File: src/rtl/mem_arbiter.sv
// mem_arbiter
//
// Shares the single RAM port between the icache and the dcache. Data requests
// normally win. After MAXD data grants in a row while an instruction fetch is
// waiting, the fetch is granted next. Each transaction costs one IDLE cycle
// for arbitration, then one or more grant cycles until the RAM reports ACCESS.
//
// Ports
//   CLK, nRST              clock (rising edge), asynchronous active-low reset
//   iREN, iaddr            icache fetch request and word address
//   iwait, iload           icache handshake: iwait low for the one cycle iload is valid
//   dREN, dWEN, daddr,     dcache read/write request, word address, write data
//   dstore
//   dwait, dload           dcache handshake: dwait low for the one cycle the access completes
//   ramREN, ramWEN,        RAM port: enables, address, write data
//   ramaddr, ramstore
//   ramload, ramstate      RAM read data and status (FREE/BUSY/ACCESS/ERROR)
//   err                    sticky flag: RAM reported ERROR at least once since reset
module mem_arbiter #(
    parameter int MAXD   = 4,
    parameter int WORD_W = 32
) (
    input  logic              CLK,
    input  logic              nRST,
    input  logic              iREN,
    input  logic [WORD_W-1:0] iaddr,
    output logic              iwait,
    output logic [WORD_W-1:0] iload,
    input  logic              dREN,
    input  logic              dWEN,
    input  logic [WORD_W-1:0] daddr,
    input  logic [WORD_W-1:0] dstore,
    output logic              dwait,
    output logic [WORD_W-1:0] dload,
    output logic              ramREN,
    output logic              ramWEN,
    output logic [WORD_W-1:0] ramaddr,
    output logic [WORD_W-1:0] ramstore,
    input  logic [WORD_W-1:0] ramload,
    input  logic [1:0]        ramstate,
    output logic              err
);

    localparam logic [1:0] IDLE = 2'd0;
    localparam logic [1:0] DGNT = 2'd1;
    localparam logic [1:0] IGNT = 2'd2;

    localparam logic [1:0] RAM_ACCESS = 2'd2;
    localparam logic [1:0] RAM_ERROR  = 2'd3;

    localparam int              CNT_W   = $clog2(MAXD + 1);
    localparam logic [CNT_W-1:0] CNT_MAX = CNT_W'(MAXD);

    logic [1:0]       state_reg, state_next;
    logic [CNT_W-1:0] cnt_reg, cnt_next;
    logic             err_reg, err_next;
    logic             d_req;

    assign d_req = dREN | dWEN;
    assign err   = err_reg;

    always_ff @(posedge CLK or negedge nRST) begin
        if (!nRST) begin
            state_reg <= IDLE;
            cnt_reg   <= '0;
            err_reg   <= 1'b0;
        end else begin
            state_reg <= state_next;
            cnt_reg   <= cnt_next;
            err_reg   <= err_next;
        end
    end

    // The RAM port is steered combinationally from the live cache inputs, so a
    // requester that changes address or drops its request mid-grant is seen at
    // the RAM in the same cycle.
    always_comb begin
        state_next = state_reg;
        cnt_next   = cnt_reg;
        err_next   = err_reg;
        iwait      = 1'b1;
        dwait      = 1'b1;
        iload      = '0;
        dload      = '0;
        ramREN     = 1'b0;
        ramWEN     = 1'b0;
        ramaddr    = '0;
        ramstore   = '0;

        case (state_reg)
            IDLE: begin
                if (d_req && (!iREN || (cnt_reg < CNT_MAX))) begin
                    state_next = DGNT;
                    // Only consecutive data grants that overtake a waiting
                    // fetch count towards the starvation limit. The guard
                    // above keeps the increment from passing CNT_MAX.
                    cnt_next   = iREN ? (cnt_reg + CNT_W'(1)) : '0;
                end else if (iREN) begin
                    state_next = IGNT;
                    cnt_next   = '0;
                end
            end

            DGNT: begin
                ramaddr  = daddr;
                ramstore = dstore;
                ramWEN   = dWEN;
                ramREN   = dREN & ~dWEN;  // a write takes precedence over a read
                if (!d_req) begin
                    state_next = IDLE;    // withdrawn: no completion pulse
                end else if (ramstate == RAM_ACCESS) begin
                    dwait      = 1'b0;
                    dload      = ramload;
                    state_next = IDLE;
                end else if (ramstate == RAM_ERROR) begin
                    err_next   = 1'b1;    // keep the grant; request is re-presented
                end
            end

            IGNT: begin
                ramREN  = iREN;
                ramaddr = iaddr;
                if (!iREN) begin
                    state_next = IDLE;
                end else if (ramstate == RAM_ACCESS) begin
                    iwait      = 1'b0;
                    iload      = ramload;
                    state_next = IDLE;
                end else if (ramstate == RAM_ERROR) begin
                    err_next   = 1'b1;
                end
            end

            default: state_next = IDLE;
        endcase
    end

endmodule

File: config.mk
export PLATFORM = sky130hd
export DESIGN_NAME = mem_arbiter
export DESIGN_NICKNAME = d
export VERILOG_FILES = /design/src/rtl/mem_arbiter.sv
export SDC_FILE = /design/constraint.sdc
export NUM_CORES = 1
export LEC_CHECK = 0
export ABC_AREA = 1
export ABC_CLOCK_PERIOD_IN_PS = 1910
export BUFFER_PORTS_ARGS = -buffer_cell sky130_fd_sc_hd__buf_2
export CELL_PAD_IN_SITES_DETAIL_PLACEMENT = 1
export CELL_PAD_IN_SITES_GLOBAL_PLACEMENT = 1
export CORE_MARGIN = 3
export CORE_UTILIZATION = 15
export CTS_BUF_LIST = sky130_fd_sc_hd__clkbuf_8
export DETAILED_ROUTE_END_ITERATION = 16
export PLACE_DENSITY = 0.8
export SKIP_LAST_GASP = 1
export SYNTH_ARGS = -nofsm -noshare
export SYNTH_HDL_FRONTEND = slang
export SYNTH_SLANG_ARGS = --single-unit
File: constraint.sdc
create_clock -name CLK -period 1.91 [get_ports CLK]
set_clock_uncertainty 0.1 [all_clocks]
set_input_delay 0.0955 -clock CLK [delete_from_list [all_inputs] [get_ports CLK]]
set_output_delay 0.0955 -clock CLK [all_outputs]
set_load 0.03 [all_outputs]
==> impl_results.md <==
* Clock sink count at 6
* Maximum fanout along the worst path at 34
* Most frequent cells in the layout: buf_2 (258), nand2_1 (119), inv_1 (72)
* Die X at 110 um
* Layout cells sized above 1 at 0.490
* Final instance area at 3280 sq um
* Crit start category: flip-flop
* Pin count of the biggest net entering global routing at 35
* DR iter-0 viols at 116
* CP Capture Type: output pin
* Clk_lat worst skew at 220 ps
* Cell Area, Placed at 3030 sq um
* Routability Congestion at 0.748
* Avg Inst Size Synth at 4.75 sq um
* Worst slew pin tran at 393 ps
* Area of the mapped netlist at 1620 sq um
* Total Power at 3.94 mW
* Max Clock Freq at 544 MHz
* YS warnings at 0
* Setup TNS at 0 ps
* DR pass1 iterations at 4
* Reg area at 153 sq um
* Maxcap violations at 0
* # fillers at 1,467
* # IOs at 268
* H-tree levels at 1
* Initial antenna violation count at 0
* Initial core utilization at 0.156
* Cell variety after synth at 20
* Slew Limit Headroom at 0.737
* Crit path kind: reg2out
* Setup violations, final at 0
* Via total after detailed routing at 3,056
* Register area share after synthesis at 0.0925
* DP Worst Slack at 190 ps
* Outcome: complete, no violations
* Period utilisation layout at 0.963
* DR WL/cell at 13.6 um
* Total track usage at 0.137
* Fin. Hold Viols at 0
* Root Driver: clkbuf_8
* Static leakage at 2.32 nW
* WP data arrival at 1640 ps
* Seq cells post-synth at 6
* Footprint of the multi-input gates at 1140 sq um
* Syn_nets at 482
* Tmin final at 1840 ps
* Post-route ant nets at 0
* Most common cell after layout, fill and taps aside: buf_2
* IO buf count at 267
* Clock Tree Buf Depth at 2
* Core box area at 10,400 sq um
* Full die area at 12,100 sq um
* R2R Path Start: state_reg[1]
* Min-delay worst type: in2async
* Vias/cell at 4.15
* CTS tree: built
* Fin. max-slew vios at 0
* Vias in the first global route at 2,774
* CP Launch Point: state_reg[1]
* Mapped Cells at 342
* Area delta synth->final at 102%
* RSZ-0062 raised after global routing: true
* Max reg flops at 3
* Grt ovf at 0
* Placed Cells at 726
* CTS Buf Count at 3
* Pwr Density at 1200 nW/um^2
* CTS clk-pin slew, worst paths at 40 ps
* Fin cells at 736
* Max VDD drop at 571 uV
* WP data required at 1710 ps
* Die Y at 110 um
* First-pass GRT wire length at 13,300 um
* DR DRC count at 0
* HPWL after DPL at 7830 um
* Row count at 37
* Final net count at 742
* ANT cells at 0
* PnR worst setup slack at 70.2 ps
* Wirelength, routed at 10000 um
==> worst paths after layout <==
path                                end  cells after the start  slack (ps)
max                        ramstore[28]                      6          70
min                          cnt_reg[2]                      2         140
max reg2reg                state_reg[0]                      9         210
min reg2reg                  cnt_reg[1]                      2         400
max in group asynchronous  state_reg[0]                      2        1400
min in group CLK             cnt_reg[1]                      3         170
==> critical path, stage by stage (launching register included) <==
cell,delay [ps]
dfrtp_2,440
inv_2,120
ha_4,190
bufbuf_16,340
nand2_1,80
inv_1,60
buf_2,200
==> timing repair <==
item / CTS / global route
endpoints found under the hold margin: 6 / 0
hold buffers: 1 / 0
pin swaps: 1 / 0
setup endpoints to repair: 65 / 81
resized for setup: 10 / 17
gates cloned: 3 / 2
setup buffers: 1 / 0
==> per-layer routing <==
metal	vias up	part of all wire	routed length, um	GRT usage
met5	-	0	0	0
met4	0	0.0044	44	0.0187
met3	4	0.10	1010	0.0256
met2	165	0.52	5190	0.273
met1	1379	0.37	3740	0.151
li1	1508	-	-	-
==> cells in the mapped netlist <==
cell type | instances | area (sq um)
nand2_1 | 119 | 447
inv_1 | 74 | 278
nor2_1 | 67 | 251
a21oi_1 | 34 | 170
buf_2 | 11 | 55.1
buf_6 | 6 | 67.6
dfrtp_1 | 6 | 150
ha_1 | 5 | 62.6
o21ai_0 | 4 | 20.0
buf_1 | 3 | 11.3
nand3_1 | 2 | 10.0
nand3_4 | 2 | 35.0
nand4_1 | 2 | 12.5
a31o_2 | 1 | 8.76
buf_4 | 1 | 7.51
clkbuf_2 | 1 | 5.00
inv_2 | 1 | 3.75
nand3b_1 | 1 | 7.51
nor2_4 | 1 | 11.3
o21ai_2 | 1 | 8.76
==> stage by stage <==
step	utilization	hold WS (ps)
6_report	0.315	141
4_1_cts	0.307	127
2_1_floorplan	-	-300
3_3_place_gp	0.291	-173
3_5_place_dp	0.291	-169
5_1_grt	0.315	166
==> final cells by class <==
cell class,instances,share of cell area
Timing Repair Buffer,274,0.455
Multi-Input combinational cell,242,0.348
Inverter,75,0.0858
Tap cell,136,0.0519
Sequential cell,6,0.0465
Clock buffer,3,0.0126
==> cells by family after synthesis <==
group / after synthesis / synth area share
adders and majority gates: 5 / 0.0386
and+or+nand+nor: 194 / 0.477
DFF: 6 / 0.0925
buffers and inverters: 97 / 0.264
AOI/OAI and AO/OA: 40 / 0.128
==> report_power, final <==
part	internal (mW)	switching, mW
Combinational	1.12	2.41
Sequential	0.171	0.0474
Clock	0.136	0.0549
Total	1.42	2.52
No activity file was read; power rests on OpenSTA's default activity.
